[config.mk]
export PLATFORM = sky130hd
export DESIGN_NAME = dm_arb
export DESIGN_NICKNAME = d
export VERILOG_FILES = /design/src/rtl/dm_arb_pkg.sv /design/src/rtl/dm_arb_pick2.sv /design/src/rtl/dm_arb.sv
export SDC_FILE = /design/constraint.sdc
export NUM_CORES = 1
export LEC_CHECK = 0
export CAP_MARGIN = 25
export CORE_MARGIN = 2
export CORE_UTILIZATION = 25
export CTS_BUF_LIST = sky130_fd_sc_hd__clkbuf_8
export DETAILED_ROUTE_END_ITERATION = 8
export GPL_TIMING_DRIVEN = 0
export PLACE_DENSITY_LB_ADDON = 0.2
export SLEW_MARGIN = 40
export SYNTH_ARGS = -nofsm -noshare
export SYNTH_HDL_FRONTEND = slang
export SYNTH_SLANG_ARGS = --single-unit
export TNS_END_PERCENT = 30
[constraint.sdc]
create_clock -name clk -period 4.79 [get_ports clk]
set_input_delay 0.479 -clock clk [delete_from_list [all_inputs] [get_ports clk]]
set_output_delay 0.479 -clock clk [all_outputs]
set_load 0.005 [all_outputs]
[src/rtl/dm_arb_pkg.sv]
// Shared types and constants for the dm_arb data-memory arbiter.
package dm_arb_pkg;

  typedef enum logic [1:0] {
    IDLE = 2'd0,
    OWN0 = 2'd1,
    OWN1 = 2'd2
  } dm_arb_state_t;

  localparam logic DM_ARB_P0         = 1'b0;
  localparam logic DM_ARB_P1         = 1'b1;
  localparam int   DM_ARB_LOCK_CNT_W = 4;

endpackage

[src/rtl/dm_arb_pick2.sv]
// Combinational 2-way pick for dm_arb. The owner of a lock is the only candidate;
// otherwise ties go round robin, or to port 0 when DM_ARB_FIXED_PRIO_EN is defined.
module dm_arb_pick2
  import dm_arb_pkg::*;
(
  input  logic          req0,
  input  logic          req1,
  input  logic          last,
  input  dm_arb_state_t state,
  output logic          gnt0,
  output logic          gnt1
);

`ifdef DM_ARB_FIXED_PRIO_EN
  logic unused_last_s;
  assign unused_last_s = last;
`endif

  // Pick the winner for this cycle from requests, ownership and tie history.
  always_comb begin
    gnt0 = 1'b0;
    gnt1 = 1'b0;
    case (state)
      OWN0: gnt0 = req0;
      OWN1: gnt1 = req1;
      default: begin
        if (req0 && req1) begin
`ifdef DM_ARB_FIXED_PRIO_EN
          gnt0 = 1'b1;
          gnt1 = 1'b0;
`else
          gnt0 = (last == DM_ARB_P1);
          gnt1 = (last == DM_ARB_P0);
`endif
        end else begin
          gnt0 = req0;
          gnt1 = req1;
        end
      end
    endcase
  end

endmodule

[src/rtl/dm_arb.sv]
// Two-port arbiter/sequencer in front of the single-ported data memory DM.
// Optional fixed tie priority for port 0 via DM_ARB_FIXED_PRIO_EN (see dm_arb_pick2).
module dm_arb
  import dm_arb_pkg::*;
#(
  parameter int ADDR_W   = 16,
  parameter int DATA_W   = 16,
  parameter int MAX_LOCK = 4
) (
  input  logic              clk,
  input  logic              rst,
  input  logic              p0_req,
  input  logic              p0_we,
  input  logic              p0_lock,
  input  logic [ADDR_W-1:0] p0_addr,
  input  logic [DATA_W-1:0] p0_wdata,
  input  logic              p1_req,
  input  logic              p1_we,
  input  logic              p1_lock,
  input  logic [ADDR_W-1:0] p1_addr,
  input  logic [DATA_W-1:0] p1_wdata,
  output logic              p0_gnt,
  output logic              p1_gnt,
  output logic              p0_rvalid,
  output logic              p1_rvalid,
  output logic [DATA_W-1:0] p0_rdata,
  output logic [DATA_W-1:0] p1_rdata,
  output logic [ADDR_W-1:0] dm_addr,
  output logic              dm_re,
  output logic              dm_we,
  output logic [DATA_W-1:0] dm_wdata,
  input  logic [DATA_W-1:0] dm_rdata
);

  localparam logic [DM_ARB_LOCK_CNT_W-1:0] CNT_ZERO_C = {DM_ARB_LOCK_CNT_W{1'b0}};
  localparam logic [DM_ARB_LOCK_CNT_W-1:0] CNT_ONE_C  = {{(DM_ARB_LOCK_CNT_W-1){1'b0}}, 1'b1};
  localparam logic [DM_ARB_LOCK_CNT_W-1:0] CNT_MAX_C  = DM_ARB_LOCK_CNT_W'(MAX_LOCK);
  localparam logic                         LOCK_EN_C  = (MAX_LOCK > 1);

  dm_arb_state_t                state_r, state_nxt_s;
  logic                         last_r, last_nxt_s;
  logic [DM_ARB_LOCK_CNT_W-1:0] lock_cnt_r, lock_cnt_nxt_s;
  logic                         pick0_s, pick1_s;
  logic                         gnt0_s, gnt1_s, gnt_any_s;
  logic                         gnt_port_s, gnt_we_s, gnt_lock_s, own_lock_s;

  dm_arb_pick2 u_pick (
    .req0  (p0_req),
    .req1  (p1_req),
    .last  (last_r),
    .state (state_r),
    .gnt0  (pick0_s),
    .gnt1  (pick1_s)
  );

  // Nothing is granted while reset is held.
  assign gnt0_s     = pick0_s & ~rst;
  assign gnt1_s     = pick1_s & ~rst;
  assign gnt_any_s  = gnt0_s | gnt1_s;
  assign gnt_port_s = gnt1_s ? DM_ARB_P1 : DM_ARB_P0;
  assign gnt_we_s   = gnt1_s ? p1_we : p0_we;
  assign gnt_lock_s = gnt1_s ? p1_lock : p0_lock;
  assign own_lock_s = (state_r == OWN1) ? p1_lock : p0_lock;

  // State register: ownership, tie history and burst length.
  always_ff @(posedge clk) begin
    if (rst) begin
      state_r    <= IDLE;
      last_r     <= DM_ARB_P1;
      lock_cnt_r <= CNT_ZERO_C;
    end else begin
      state_r    <= state_nxt_s;
      last_r     <= last_nxt_s;
      lock_cnt_r <= lock_cnt_nxt_s;
    end
  end

  // Next-state: enter a burst on a locked grant, count it, release on cap or lock drop.
  always_comb begin
    state_nxt_s    = state_r;
    last_nxt_s     = last_r;
    lock_cnt_nxt_s = lock_cnt_r;
    if (gnt_any_s) begin
      last_nxt_s = gnt_port_s;
    end else begin
      last_nxt_s = last_r;
    end
    case (state_r)
      OWN0, OWN1: begin
        if (!own_lock_s) begin
          state_nxt_s    = IDLE;
          lock_cnt_nxt_s = CNT_ZERO_C;
        end else if (gnt_any_s && ((lock_cnt_r + CNT_ONE_C) == CNT_MAX_C)) begin
          state_nxt_s    = IDLE;
          lock_cnt_nxt_s = CNT_ZERO_C;
        end else if (gnt_any_s) begin
          state_nxt_s    = state_r;
          lock_cnt_nxt_s = lock_cnt_r + CNT_ONE_C;
        end else begin
          state_nxt_s    = state_r;
          lock_cnt_nxt_s = lock_cnt_r;
        end
      end
      default: begin
        if (gnt_any_s && gnt_lock_s && LOCK_EN_C) begin
          state_nxt_s    = (gnt_port_s == DM_ARB_P1) ? OWN1 : OWN0;
          lock_cnt_nxt_s = CNT_ONE_C;
        end else begin
          state_nxt_s    = IDLE;
          lock_cnt_nxt_s = CNT_ZERO_C;
        end
      end
    endcase
  end

  // Output decode: grants and the same-cycle DM access, all quiet in reset.
  always_comb begin
    p0_gnt   = 1'b0;
    p1_gnt   = 1'b0;
    dm_addr  = {ADDR_W{1'b0}};
    dm_wdata = {DATA_W{1'b0}};
    dm_re    = 1'b0;
    dm_we    = 1'b0;
    if (rst) begin
      p0_gnt = 1'b0;
      p1_gnt = 1'b0;
    end else begin
      p0_gnt   = gnt0_s;
      p1_gnt   = gnt1_s;
      dm_addr  = gnt1_s ? p1_addr : p0_addr;
      dm_wdata = gnt1_s ? p1_wdata : p0_wdata;
      dm_re    = gnt_any_s & ~gnt_we_s;
      dm_we    = gnt_any_s & gnt_we_s;
    end
  end

  // Read return: capture DM data at the end of a read grant, one-cycle valid.
  always_ff @(posedge clk) begin
    if (rst) begin
      p0_rvalid <= 1'b0;
      p1_rvalid <= 1'b0;
      p0_rdata  <= {DATA_W{1'b0}};
      p1_rdata  <= {DATA_W{1'b0}};
    end else begin
      p0_rvalid <= gnt0_s & ~p0_we;
      p1_rvalid <= gnt1_s & ~p1_we;
      if (gnt0_s && !p0_we) begin
        p0_rdata <= dm_rdata;
      end
      if (gnt1_s && !p1_we) begin
        p1_rdata <= dm_rdata;
      end
    end
  end

endmodule

==> flow_summary.ini <==
[outcome]
status = finished clean

[drt]
viasPerCell = 4.653
drc_errors = 0
wl_per_cell_um = 14.28
routed_wl_mm = 8.226
ant_nets = 0
vias = 2680
drt_iter0_drc = 94
drt-pass1-iter-count = 4

[clock_network]
cts_resized = 0
cts.clk_slew.worst_paths_ps = 80
cts_tree = done
hold_buffers = 0
clockRootBuffer = clkbuf_8
clock_latency_ps = 290
cts-htree-levels = 2
cts.sinks = 41
clock_path_buffers = 2
post-cts-setup-buffers = 0
cts_made_buffers = 5

[synth]
async_flop_share_pct = 0
synthTopCellsByArea = dfxtp_1 38%, nand2_1 18%, a21oi_1 12%, o21ai_0 7.2%, nand2b_1 4.9%
syn_nets = 398
synth.distinct_cells = 33
yosys.area.top_type = dfxtp_1
yosysWarnings = 0
syn_area_per_cell_um2 = 7.034
ys_seq_area_share_pct = 38.01
synthFlopType = dfxtp_1
synth_top_area_share_pct = 38.01
synth_cells = 307
ys_ff_latch = 41
syn-cell-area_mm2 = 0.002160
synth-edff-count = 0

[cells_and_area]
most-common-layout-cells = 156 x clkdlybuf4s50_1, 104 x nand2_1, 51 x a21oi_1
n_antenna_cell = 0
drive_above_1_share_pct = 5.732
area_growth_pct = 83.08
instances_no_fill = 576
fillCellCount = 847
fin_nets = 561
mostFrequentLayoutCell = clkdlybuf4s50_1

[hold_path]
min_path_cells = 2
hp-class = flop to flop
holdCritStartpoint = p0_rdata[14]$_SDFFE_PP0P_
whs_endpoint = p0_rdata[14]$_SDFFE_PP0P_

[critical_path]
cp_max_fo = 10
timing.rr.start = state_r[0]$_SDFFE_PP0P_
critPathLaunchType = flop
end_kind = output pin
crit_arrival_ps = 2950
regToRegSetupSlack_ps = 2590
worstSetupPathType = flop to output pin
r2r_cells = 6
cp.required_ps = 4310
reg2reg_to = p0_rdata[8]$_SDFFE_PP0P_

[die]
die_y_um = 96.94
core_area_mm2 = 0.008299
io_pins = 158
rows = 33
start_util_pct = 26.02
die_w_um = 96.94
die_area_mm2 = 0.009397

[placed_design]
numPortBuffers = 156
place_inst = 568
gp_congestion = 0.8581
dp_hpwl_mm = 6.507

[sta]
fin_setup_tns_ps = 0
fin_crit_ps = 3429
relSlewSlack_pct = 56.27
skew_ps = 6.372
rsz0062_at_grt = false
hold_violations = 0
worst_pin_slew_ps = 650.5
fmaxAchievable_mhz = 291.6
slew_viol_final = 0
timing.final.crit_share_pct = 71.59
setup_viol = 0

[power_and_ir_drop]
leakage_nw = 1.457
ir_drop_uv = 131.2
power_density_mw_per_mm2 = 212.9

[grt]
grt_max_degree = 14
grt_pass1_wl_mm = 13.57
antenna_found_initial = 0
grtUsageTotal_pct = 17.30
grt-ovfl-total = 0
grt_pass1_vias = 2744

[run]
drv_cap = 0
[final cells by class]
cell class	count	area [um^2]	share of cell area, %
timing repair buffer	156	1562	39.49
inverter	4	15.01	0.3797
clock inverter	2	13.76	0.3481
tap	105	131.4	3.323
buffer	23	125.1	3.165
sequential	41	820.8	20.76
multi-input combinational	239	1204	30.44
clock buffer	6	82.58	2.089
[metrics by stage]
step	instance area (um^2)	total power, mW	util, %	hold WS, ps	worst slack (ps)
floorplan	2160	0.4511	-	445.7	2500
global placement	3852	0.6125	46.42	452.9	1303
detailed placement	3852	0.6142	46.42	456.9	1296
CTS	3949	0.8516	47.58	470.4	1281
global route	3954	0.8853	47.64	495.3	1110
finish	3954	0.8416	47.64	463.8	1361
[cells by family (layout without fill, tap and decap cells)]
family | count (synthesis) | after routing | synth area share [%]
compound gates | 93 | 93 | 22.31
fa+ha+maj | 3 | 3 | 1.738
buf+inv | 27 | 191 | 6.489
flops | 41 | 41 | 38.01
mux | 3 | 3 | 1.391
simple gates | 140 | 140 | 30.07
[report_power, final]
group          switching (mW)  internal [mW]
combinational          0.0929          0.150
sequential            0.00718          0.355
clock                   0.120          0.117
total                   0.220          0.621
[worst max-delay path by stage]
| stage | from | to | slack (ps) | cells after the start |
|---|---|---|---|---|
| finish | state_r[0]$_SDFFE_PP0P_ | dm_addr[12] | 1360 | 9 |
| global route | state_r[0]$_SDFFE_PP0P_ | dm_addr[12] | 1110 | 9 |
| CTS | state_r[0]$_SDFFE_PP0P_ | dm_addr[12] | 1280 | 9 |
| detailed placement | rst | dm_addr[12] | 1300 | 6 |
| global placement | rst | dm_addr[12] | 1300 | 6 |
| floorplan | state_r[0]$_SDFFE_PP0P_ | dm_addr[10] | 2500 | 9 |
[cell usage after synthesis (2+ instances only)]
cell type and number:
o21ai_1 5, dfxtp_1 41, o21ai_0 31, buf_6 4, mux2i_1 3, nand3b_1 2
inv_1 2, nand4_1 2, nor2_1 2, ha_1 3, nand3_1 3, buf_2 7
clkbuf_1 12, a21oi_1 51, nand2_1 104, nand2b_1 17, inv_2 2
[flip-flops by register name, summed over array words and instances, names as in the netlist]
register	cells
p1_rvalid	1
p1_rdata	16
p0_rdata	16
state_r	2
last_r	1
lock_cnt_r	4
p0_rvalid	1
[metal layers]
metal	vias to the layer above	wire [um]	track usage [%]
met2	110	3846	29.81
met1	1211	3577	20.59
met5	-	0	0
li1	1353	-	-
met3	6	729	6.286
met4	0	72	3.792
[critical path, cell delays in order, from the launching register on]
cell	delay, ps
dfxtp_1	370
inv_1	60
ha_1	370
nor2_1	300
or3_4	210
buf_2	220
buf_2	280
nand2_1	80
a21oi_1	220
clkdlybuf4s50_1	540
(Power assumes the default switching activity.)
